**src/rtl/seven_seg_reader_if.sv**
```systemverilog
// Two-digit seven-segment display bus as seen by the reader: raw segment inputs plus decoded results.
// The master drives segments and observes results; the reader uses the slave side.
interface seven_seg_reader_if;
  logic [6:0] seg_one;
  logic [6:0] seg_ten;
  logic [3:0] one_bcd;
  logic [3:0] ten_bcd;
  logic [6:0] value;
  logic       valid;
  logic       update;
  logic       wrap;
  logic       step_err;
  logic       err_invalid;

  modport master (
    output seg_one, seg_ten,
    input  one_bcd, ten_bcd, value, valid, update, wrap, step_err, err_invalid
  );

  modport slave (
    input  seg_one, seg_ten,
    output one_bcd, ten_bcd, value, valid, update, wrap, step_err, err_invalid
  );
endinterface

```
**src/rtl/seven_seg_reader.sv**
```systemverilog
// Debounces a two-digit seven-segment bus, decodes it to BCD/binary and checks the +1 mod 100 count.
// Latency STABLE_CYCLES+1 edges from first sample to outputs; no backpressure, the display is sampled every edge.
module seven_seg_reader #(
  parameter int STABLE_CYCLES = 4
) (
  input logic              clkin,
  input logic              rst,
  seven_seg_reader_if.slave bus
);

  localparam logic [7:0] LP_LAST = 8'(STABLE_CYCLES - 1);

  typedef enum logic {ST_INIT, ST_RUN} state_t;

  // Returns {legal, digit}; blank and any non-digit pattern decode as illegal.
  function automatic logic [4:0] f_decode(input logic [6:0] seg);
    logic [4:0] res;
    case (seg)
      7'h7E:   res = 5'h10;
      7'h30:   res = 5'h11;
      7'h6D:   res = 5'h12;
      7'h79:   res = 5'h13;
      7'h33:   res = 5'h14;
      7'h5B:   res = 5'h15;
      7'h5F:   res = 5'h16;
      7'h70:   res = 5'h17;
      7'h7F:   res = 5'h18;
      7'h7B:   res = 5'h19;
      default: res = 5'h00;
    endcase
    return res;
  endfunction

  logic [13:0] r_samp;
  logic [7:0]  r_stcnt;
  logic [13:0] r_comm;
  logic        r_comm_vld;
  state_t      r_state;

  logic [3:0]  r_one;
  logic [3:0]  r_ten;
  logic [6:0]  r_value;
  logic        r_valid;
  logic        r_update;
  logic        r_wrap;
  logic        r_step_err;
  logic        r_err_inv;

  logic [13:0] w_new;
  logic [4:0]  w_one_dec;
  logic [4:0]  w_ten_dec;
  logic        w_legal;
  logic        w_commit;
  logic [6:0]  w_val_new;
  logic [6:0]  w_val_exp;
  state_t      w_state_nxt;

  logic [3:0]  w_one_nxt;
  logic [3:0]  w_ten_nxt;
  logic [6:0]  w_value_nxt;
  logic        w_valid_nxt;
  logic        w_update_nxt;
  logic        w_wrap_nxt;
  logic        w_step_err_nxt;
  logic        w_err_inv_nxt;

  assign w_new     = {bus.seg_ten, bus.seg_one};
  assign w_one_dec = f_decode(r_samp[6:0]);
  assign w_ten_dec = f_decode(r_samp[13:7]);
  assign w_legal   = w_one_dec[4] & w_ten_dec[4];

  // Re-stabilising on the pattern already committed (e.g. after a short glitch) must not commit again.
  assign w_commit  = (r_stcnt == LP_LAST) && (!r_comm_vld || (r_samp != r_comm));

  // tens*10 = tens*8 + tens*2, kept in 7 bits
  assign w_val_new = ({3'b000, w_ten_dec[3:0]} << 3) + ({3'b000, w_ten_dec[3:0]} << 1)
                   + {3'b000, w_one_dec[3:0]};
  assign w_val_exp = (r_value == 7'd99) ? 7'd0 : (r_value + 7'd1);

  // Sample register, stability counter and committed-pattern memory
  always_ff @(posedge clkin) begin
    if (rst) begin
      r_samp     <= '0;
      r_stcnt    <= '0;
      r_comm     <= '0;
      r_comm_vld <= 1'b0;
    end else begin
      r_samp <= w_new;
      if (w_new != r_samp) begin
        r_stcnt <= '0;
      end else if (r_stcnt != LP_LAST) begin
        r_stcnt <= r_stcnt + 8'd1;
      end
      if (w_commit) begin
        r_comm     <= r_samp;
        r_comm_vld <= 1'b1;
      end
    end
  end

  // FSM state register
  always_ff @(posedge clkin) begin
    if (rst) begin
      r_state <= ST_INIT;
    end else begin
      r_state <= w_state_nxt;
    end
  end

  // FSM next state: only a legal commit leaves INIT; nothing returns to INIT except reset
  always_comb begin
    w_state_nxt = r_state;
    if (w_commit && w_legal) begin
      w_state_nxt = ST_RUN;
    end
  end

  // FSM outputs
  always_comb begin
    w_one_nxt      = r_one;
    w_ten_nxt      = r_ten;
    w_value_nxt    = r_value;
    w_valid_nxt    = r_valid;
    w_update_nxt   = 1'b0;
    w_wrap_nxt     = 1'b0;
    w_step_err_nxt = r_step_err;
    w_err_inv_nxt  = r_err_inv;
    if (w_commit) begin
      if (w_legal) begin
        w_one_nxt    = w_one_dec[3:0];
        w_ten_nxt    = w_ten_dec[3:0];
        w_value_nxt  = w_val_new;
        w_valid_nxt  = 1'b1;
        w_update_nxt = 1'b1;
        if (r_state == ST_RUN) begin
          if (w_val_new != w_val_exp) begin
            w_step_err_nxt = 1'b1;
          end
          if ((r_value == 7'd99) && (w_val_new == 7'd0)) begin
            w_wrap_nxt = 1'b1;
          end
        end
      end else begin
        w_err_inv_nxt = 1'b1;
      end
    end
  end

  always_ff @(posedge clkin) begin
    if (rst) begin
      r_one      <= '0;
      r_ten      <= '0;
      r_value    <= '0;
      r_valid    <= 1'b0;
      r_update   <= 1'b0;
      r_wrap     <= 1'b0;
      r_step_err <= 1'b0;
      r_err_inv  <= 1'b0;
    end else begin
      r_one      <= w_one_nxt;
      r_ten      <= w_ten_nxt;
      r_value    <= w_value_nxt;
      r_valid    <= w_valid_nxt;
      r_update   <= w_update_nxt;
      r_wrap     <= w_wrap_nxt;
      r_step_err <= w_step_err_nxt;
      r_err_inv  <= w_err_inv_nxt;
    end
  end

  assign bus.one_bcd     = r_one;
  assign bus.ten_bcd     = r_ten;
  assign bus.value       = r_value;
  assign bus.valid       = r_valid;
  assign bus.update      = r_update;
  assign bus.wrap        = r_wrap;
  assign bus.step_err    = r_step_err;
  assign bus.err_invalid = r_err_inv;

endmodule

```
**src/flat_wrapper.sv**
```systemverilog
// flat-port wrapper written by rule: the top's interface ports become plain ports
module seven_seg_reader_flat 
#(
  parameter int STABLE_CYCLES = 4
)
  (clkin, rst, bus_seg_one, bus_seg_ten, bus_one_bcd, bus_ten_bcd, bus_value, bus_valid, bus_update, bus_wrap, bus_step_err, bus_err_invalid);
  seven_seg_reader_if bus_i ();
  input logic clkin;
  input logic rst;
  input wire logic [$bits(bus_i.seg_one)-1:0] bus_seg_one;
  input wire logic [$bits(bus_i.seg_ten)-1:0] bus_seg_ten;
  output wire logic [$bits(bus_i.one_bcd)-1:0] bus_one_bcd;
  output wire logic [$bits(bus_i.ten_bcd)-1:0] bus_ten_bcd;
  output wire logic [$bits(bus_i.value)-1:0] bus_value;
  output wire logic [$bits(bus_i.valid)-1:0] bus_valid;
  output wire logic [$bits(bus_i.update)-1:0] bus_update;
  output wire logic [$bits(bus_i.wrap)-1:0] bus_wrap;
  output wire logic [$bits(bus_i.step_err)-1:0] bus_step_err;
  output wire logic [$bits(bus_i.err_invalid)-1:0] bus_err_invalid;
  assign bus_i.seg_one = bus_seg_one;
  assign bus_i.seg_ten = bus_seg_ten;
  assign bus_one_bcd = bus_i.one_bcd;
  assign bus_ten_bcd = bus_i.ten_bcd;
  assign bus_value = bus_i.value;
  assign bus_valid = bus_i.valid;
  assign bus_update = bus_i.update;
  assign bus_wrap = bus_i.wrap;
  assign bus_step_err = bus_i.step_err;
  assign bus_err_invalid = bus_i.err_invalid;
  seven_seg_reader #(.STABLE_CYCLES(STABLE_CYCLES)) u_core (.clkin(clkin), .rst(rst), .bus(bus_i));
endmodule
```
**config.mk**
```make
export PLATFORM = sky130hd
export DESIGN_NAME = seven_seg_reader_flat
export DESIGN_NICKNAME = d
export VERILOG_FILES = /design/src/rtl/seven_seg_reader_if.sv /design/src/rtl/seven_seg_reader.sv /design/src/flat_wrapper.sv
export SDC_FILE = /design/constraint.sdc
export NUM_CORES = 1
export LEC_CHECK = 0
export ABC_AREA = 1
export CAP_MARGIN = 30
export CORE_MARGIN = 4
export CORE_UTILIZATION = 53
export DETAILED_ROUTE_END_ITERATION = 10
export GPL_TIMING_DRIVEN = 1
export PLACE_DENSITY = 0.75
export SYNTH_ARGS = -nofsm -noshare
export SYNTH_HDL_FRONTEND = slang
export SYNTH_SLANG_ARGS = --single-unit
```
**constraint.sdc**
```tcl
create_clock -name clkin -period 9.1 [get_ports clkin]
set_input_delay 2.73 -clock clkin [delete_from_list [all_inputs] [get_ports clkin]]
set_output_delay 2.73 -clock clkin [all_outputs]
set_load 0.05 [all_outputs]
```
# [After elaboration in Yosys (flattened, before gate mapping)]
# Index checks and enable logic that the tools add are counted.
[totals] ff_bits=58 input_bits=16 out_inout_bits=20 wordCells=64
[classes] n_addsub=4 eq_ne=26 mux=5 bitwise=4 reduce_logical=12
[op_table] op="7-bit equality test (second input constant)" count=17
[op_table] op="5-bit case mux with 10 select lines" count=2
[op_table] op="7-bit by 6-bit equality test with 1-bit output (second input constant)" count=4
[op_table] op="14-bit inequality test" count=2
[op_table] op="8-bit by 1-bit adder with 8-bit output (second input constant)" count=1
[op_table] op="8-bit by 2-bit equality test with 1-bit output (second input constant)" count=1
[op_table] op="8-bit by 2-bit inequality test with 1-bit output (second input constant)" count=1
[op_table] op="7-bit by 1-bit adder with 7-bit output (second input constant)" count=1
[op_table] op="7-bit by 4-bit adder with 7-bit output" count=1
[op_table] op="7-bit by 5-bit adder with 7-bit output" count=1
[op_table] op="7-bit zero test" count=1
[op_table] op="7-bit two-way mux" count=1
[op_table] op="7-bit inequality test" count=1
[op_table] op="2-bit AND reduction" count=2
[op_table] op="4-bit AND reduction" count=1
[op_table] op="2-bit OR reduction" count=2
[op_table] op="4-bit OR reduction" count=1
[op_table] op="1-bit logical AND" count=3
[op_table] op="1-bit NOT" count=3
[op_table] op="1-bit two-way mux" count=2
[op_table] op="1-bit AND" count=1
[op_table] op="1-bit zero test" count=1
[op_table] op="1-bit logical OR" count=1

# [Logic depth before layout (Yosys ltp)]
[logic_depth] word_depth=7 ltp_mapped=22

# [Least setup slack after synthesis]
# OpenSTA, ideal clock, no wires.
[synth_path] path_type="reg-to-output" startpoint="register u_core.r_value[0] (netlist: u_core.bus.value[0])" endpoint="output port bus_value[0]" arrival_time_ns=1.041 setup_slack_ns=5.329 path_stages_with_launch=2 cell_sequence="dfxtp_1 -> buf_4"
[synth_rtl] element="start, declared" line_no="seven_seg_reader.sv:42" source="logic [6:0] r_value;"
[synth_rtl] element="start signal, assigned" line_no="seven_seg_reader.sv:162" source="r_value <= w_value_nxt;"
[synth_rtl] element="end, declared" line_no="flat_wrapper.sv:14" source="output wire logic [$bits(bus_i.value)-1:0] bus_value;"
# No word-level cell between the ends.

==> results.py <==
metrics = {
    "run_status": {
        "outcome": "finished clean",
    },
    "drt": {
        "vias": 3131,
        "first_pass_iters": 5,
        "vias_per_cell": 5.12,
        "post-route-drc-count": 0,
        "initialDrtViolationCount": 127,
        "drt-wirelength-per-cell_um": 11.7,
        "ant_nets": 0,
        "drt_wl_total_um": 7170,
    },
    "timing": {
        "max_freq_mhz": 225,
        "setup_violations": 0,
        "setup-tns-final_ns": 0,
        "fin_skew_ns": 0.00907,
        "fin_crit_ns": 4.44,
        "finalMaxSlewViolations": 0,
        "hold_ws_ns": 0.476,
        "worst_slew_pin_slew_ns": 0.916,
        "rsz0062_at_grt": "no",
        "maxSlewHeadroom": 0.389,
        "hold_violations": 0,
        "fin_crit_sh": 0.488,
    },
    "pwr": {
        "p_leak_nw": 1.78,
        "p_per_area_nw_per_um2": 113,
        "ir_drop_uv": 77.2,
    },
    "clock_network": {
        "cts_hold_buffers": 0,
        "clock_latency_ns": 0.31,
        "cts_tree": "yes",
        "clk_path_buf_depth": 2,
        "cts.sinks": 56,
        "htree_levels": 2,
        "clk_transition_reported_paths_ns": 0.09,
        "numCtsBuffers": 5,
        "root_buffer": "clkbuf_8",
        "cts_resized": 0,
        "postCtsSetupRepairBufs": 0,
    },
    "global_route": {
        "grt_pass1_vias": 2892,
        "grt_max_degree": 29,
        "grt_pass1_wl_um": 12400,
        "antenna_found_initial": 0,
        "grt_usage": 0.195,
        "overflow": 0,
    },
    "critical_path": {
        "path_buf_inv": 1,
        "cp.arrival_ns": 1.71,
        "start_kind": "register",
        "reg2reg_slack_ns": 5.68,
        "path_cells": "clkdlybuf4s50_1",
        "r2r-end": "u_core.bus.step_err",
        "r2r_cells": 17,
        "critPathCaptureType": "output port",
        "cp.required_ns": 6.37,
        "crit_family": "buffers and inverters",
        "critPathKind": "reg -> out",
        "critPathMaxFanout": 10,
        "worst_path_max_delay_cell": "clkdlybuf4s50_1",
        "r2r_start": "u_core.r_samp[10]",
        "slowest_delay_ns": 0.87,
    },
    "place": {
        "hpwl_um": 5570,
        "place.gp.congestion": 0.930,
        "numPortBuffers": 35,
        "dp_cells": 603,
    },
    "floorplanning": {
        "core_um2": 6350,
        "row_count": 29,
        "fp.dieW_um": 88.8,
        "die_h_um": 88.8,
        "die_area_um2": 7890,
        "start_util": 0.545,
        "ios": 36,
    },
    "synth": {
        "synth_area_leaders": "dfxtp_1 32%, nand2_1 12%, nor2_1 9.0%",
        "synth-edff-count": 0,
        "synth_seq_area_share": 0.324,
        "yosys.area.top_type": "dfxtp_1",
        "synth.top_cell.area_share": 0.324,
        "synthFlopType": "dfxtp_1",
        "synth.distinct_cells": 42,
        "synthCells": 509,
        "syn_area_um2": 3460,
        "async_reset_ff_frac": 0,
        "syn_nets": 536,
        "yosys_warnings": 0,
        "ys_seq_elements": 56,
        "syn_avg_cell_area_um2": 6.80,
    },
    "finish": {
        "nets": 560,
        "ff_latch_area_um2": 1120,
        "synthToLayoutAreaGrowth_pct": 11.9,
        "nFillCells": 624,
        "antenna_cells": 0,
        "fin_cells": 611,
        "multi_input_area_um2": 1930,
        "layout-drive-gt1-share": 0.109,
    },
    "run": {
        "maxCapViolCount": 0,
    },
    "hold_path": {
        "hold_start": "u_core.r_comm[3]",
        "hold_path_end": "u_core.r_comm[3]",
        "hold_depth": 2,
        "hp-class": "reg -> reg",
    },
}
[registers in the layout (all words and copies together), names as in the netlist, 3 cells and up]
| signal | count |
|---|---|
| u_core.bus.one_bcd | 3 |
| u_core.bus.ten_bcd | 4 |
| u_core.bus.value | 7 |
| u_core.r_comm | 14 |
| u_core.r_samp | 14 |
| u_core.r_stcnt | 8 |
[layout by cell type (no fill, tap or decap), drive strengths merged]
cell	Yosys	final
nor3	2	2
clkdlybuf4s50	0	35
nand3	36	36
a21oi	35	35
o21bai	1	1
nand4	4	4
o2111ai	1	1
nor2	90	90
o21ai	32	32
and2	1	1
nand2	120	120
clkinvlp	0	1
xnor2	6	6
clkbuf	5	7
clkinv	1	1
dfxtp	56	56
nand3b	4	4
buf	14	1
o211ai	1	1
o22ai	3	3
nor4	4	4
xor2	9	9
ha	9	9
nor3b	1	1
inv	71	71
or2	1	1
fa	2	2
[report_power, final]
part           switching [mW]  internal, mW
clock network          0.0805        0.0621
logic                  0.0208        0.0168
registers             0.00809         0.248
[synthesized netlist by cell type, types with 9 or more instances]
cell and n:
dfxtp_1 56, a21oi_2 10, xor2_1 9, nand2_2 9, o21ai_0 11, a21oi_1 25, buf_4 10, ha_1 9
nor2_1 83, inv_1 63, nand3_1 33, o21ai_1 13, nand2_1 109
[final cells by class]
type,instances,area share
Sequential cell,56,0.290
Clock buffer,7,0.0223
Tap cell,77,0.0249
Clock inverter,1,0.00194
Timing Repair Buffer,36,0.0924
Multi-Input combinational cell,362,0.499
Inverter,72,0.0701
[worst max-delay path by stage]
stage | depth (start not counted) | end | start | slack [ns]
CTS | 1 | bus_one_bcd[0] | u_core.bus.value[0] | 4.65
global placement | 5 | u_core.bus.one_bcd[2] | rst | 4.64
global route | 1 | bus_one_bcd[0] | u_core.bus.value[0] | 4.59
detailed placement | 5 | u_core.bus.one_bcd[1] | rst | 4.60
finish | 1 | bus_one_bcd[0] | u_core.bus.value[0] | 4.66
floorplan | 1 | bus_value[0] | u_core.bus.value[0] | 5.33
[kinds of logic (layout without fill, tap and decap cells)]
| logic type | count (synthesis) | after routing | share of synthesized area |
|---|---|---|---|
| compound gates | 73 | 73 | 0.129 |
| xor+xnor | 15 | 15 | 0.0380 |
| simple gates | 263 | 263 | 0.347 |
| flops | 56 | 56 | 0.324 |
| fa+ha+maj | 11 | 11 | 0.0441 |
| buf+inv | 91 | 116 | 0.118 |
[layer usage]
layer,track usage,vias up,part of all wire
li1,-,1642,-
met5,0,-,0
met3,0.0345,13,0.037
met4,0.0659,0,0.021
met1,0.239,1414,0.46
met2,0.344,62,0.48
[through the flow]
stage	utilization	worst slack, ns	power [mW]	cell area [um^2]
6_report	0.610	4.66	0.436	3870
4_1_cts	0.610	4.65	0.442	3870
5_1_grt	0.610	4.59	0.458	3870
2_1_floorplan	-	5.33	0.287	3460
3_3_place_gp	0.595	4.64	0.299	3780
3_5_place_dp	0.595	4.60	0.300	3780
Power figures use the tool's default switching activity.
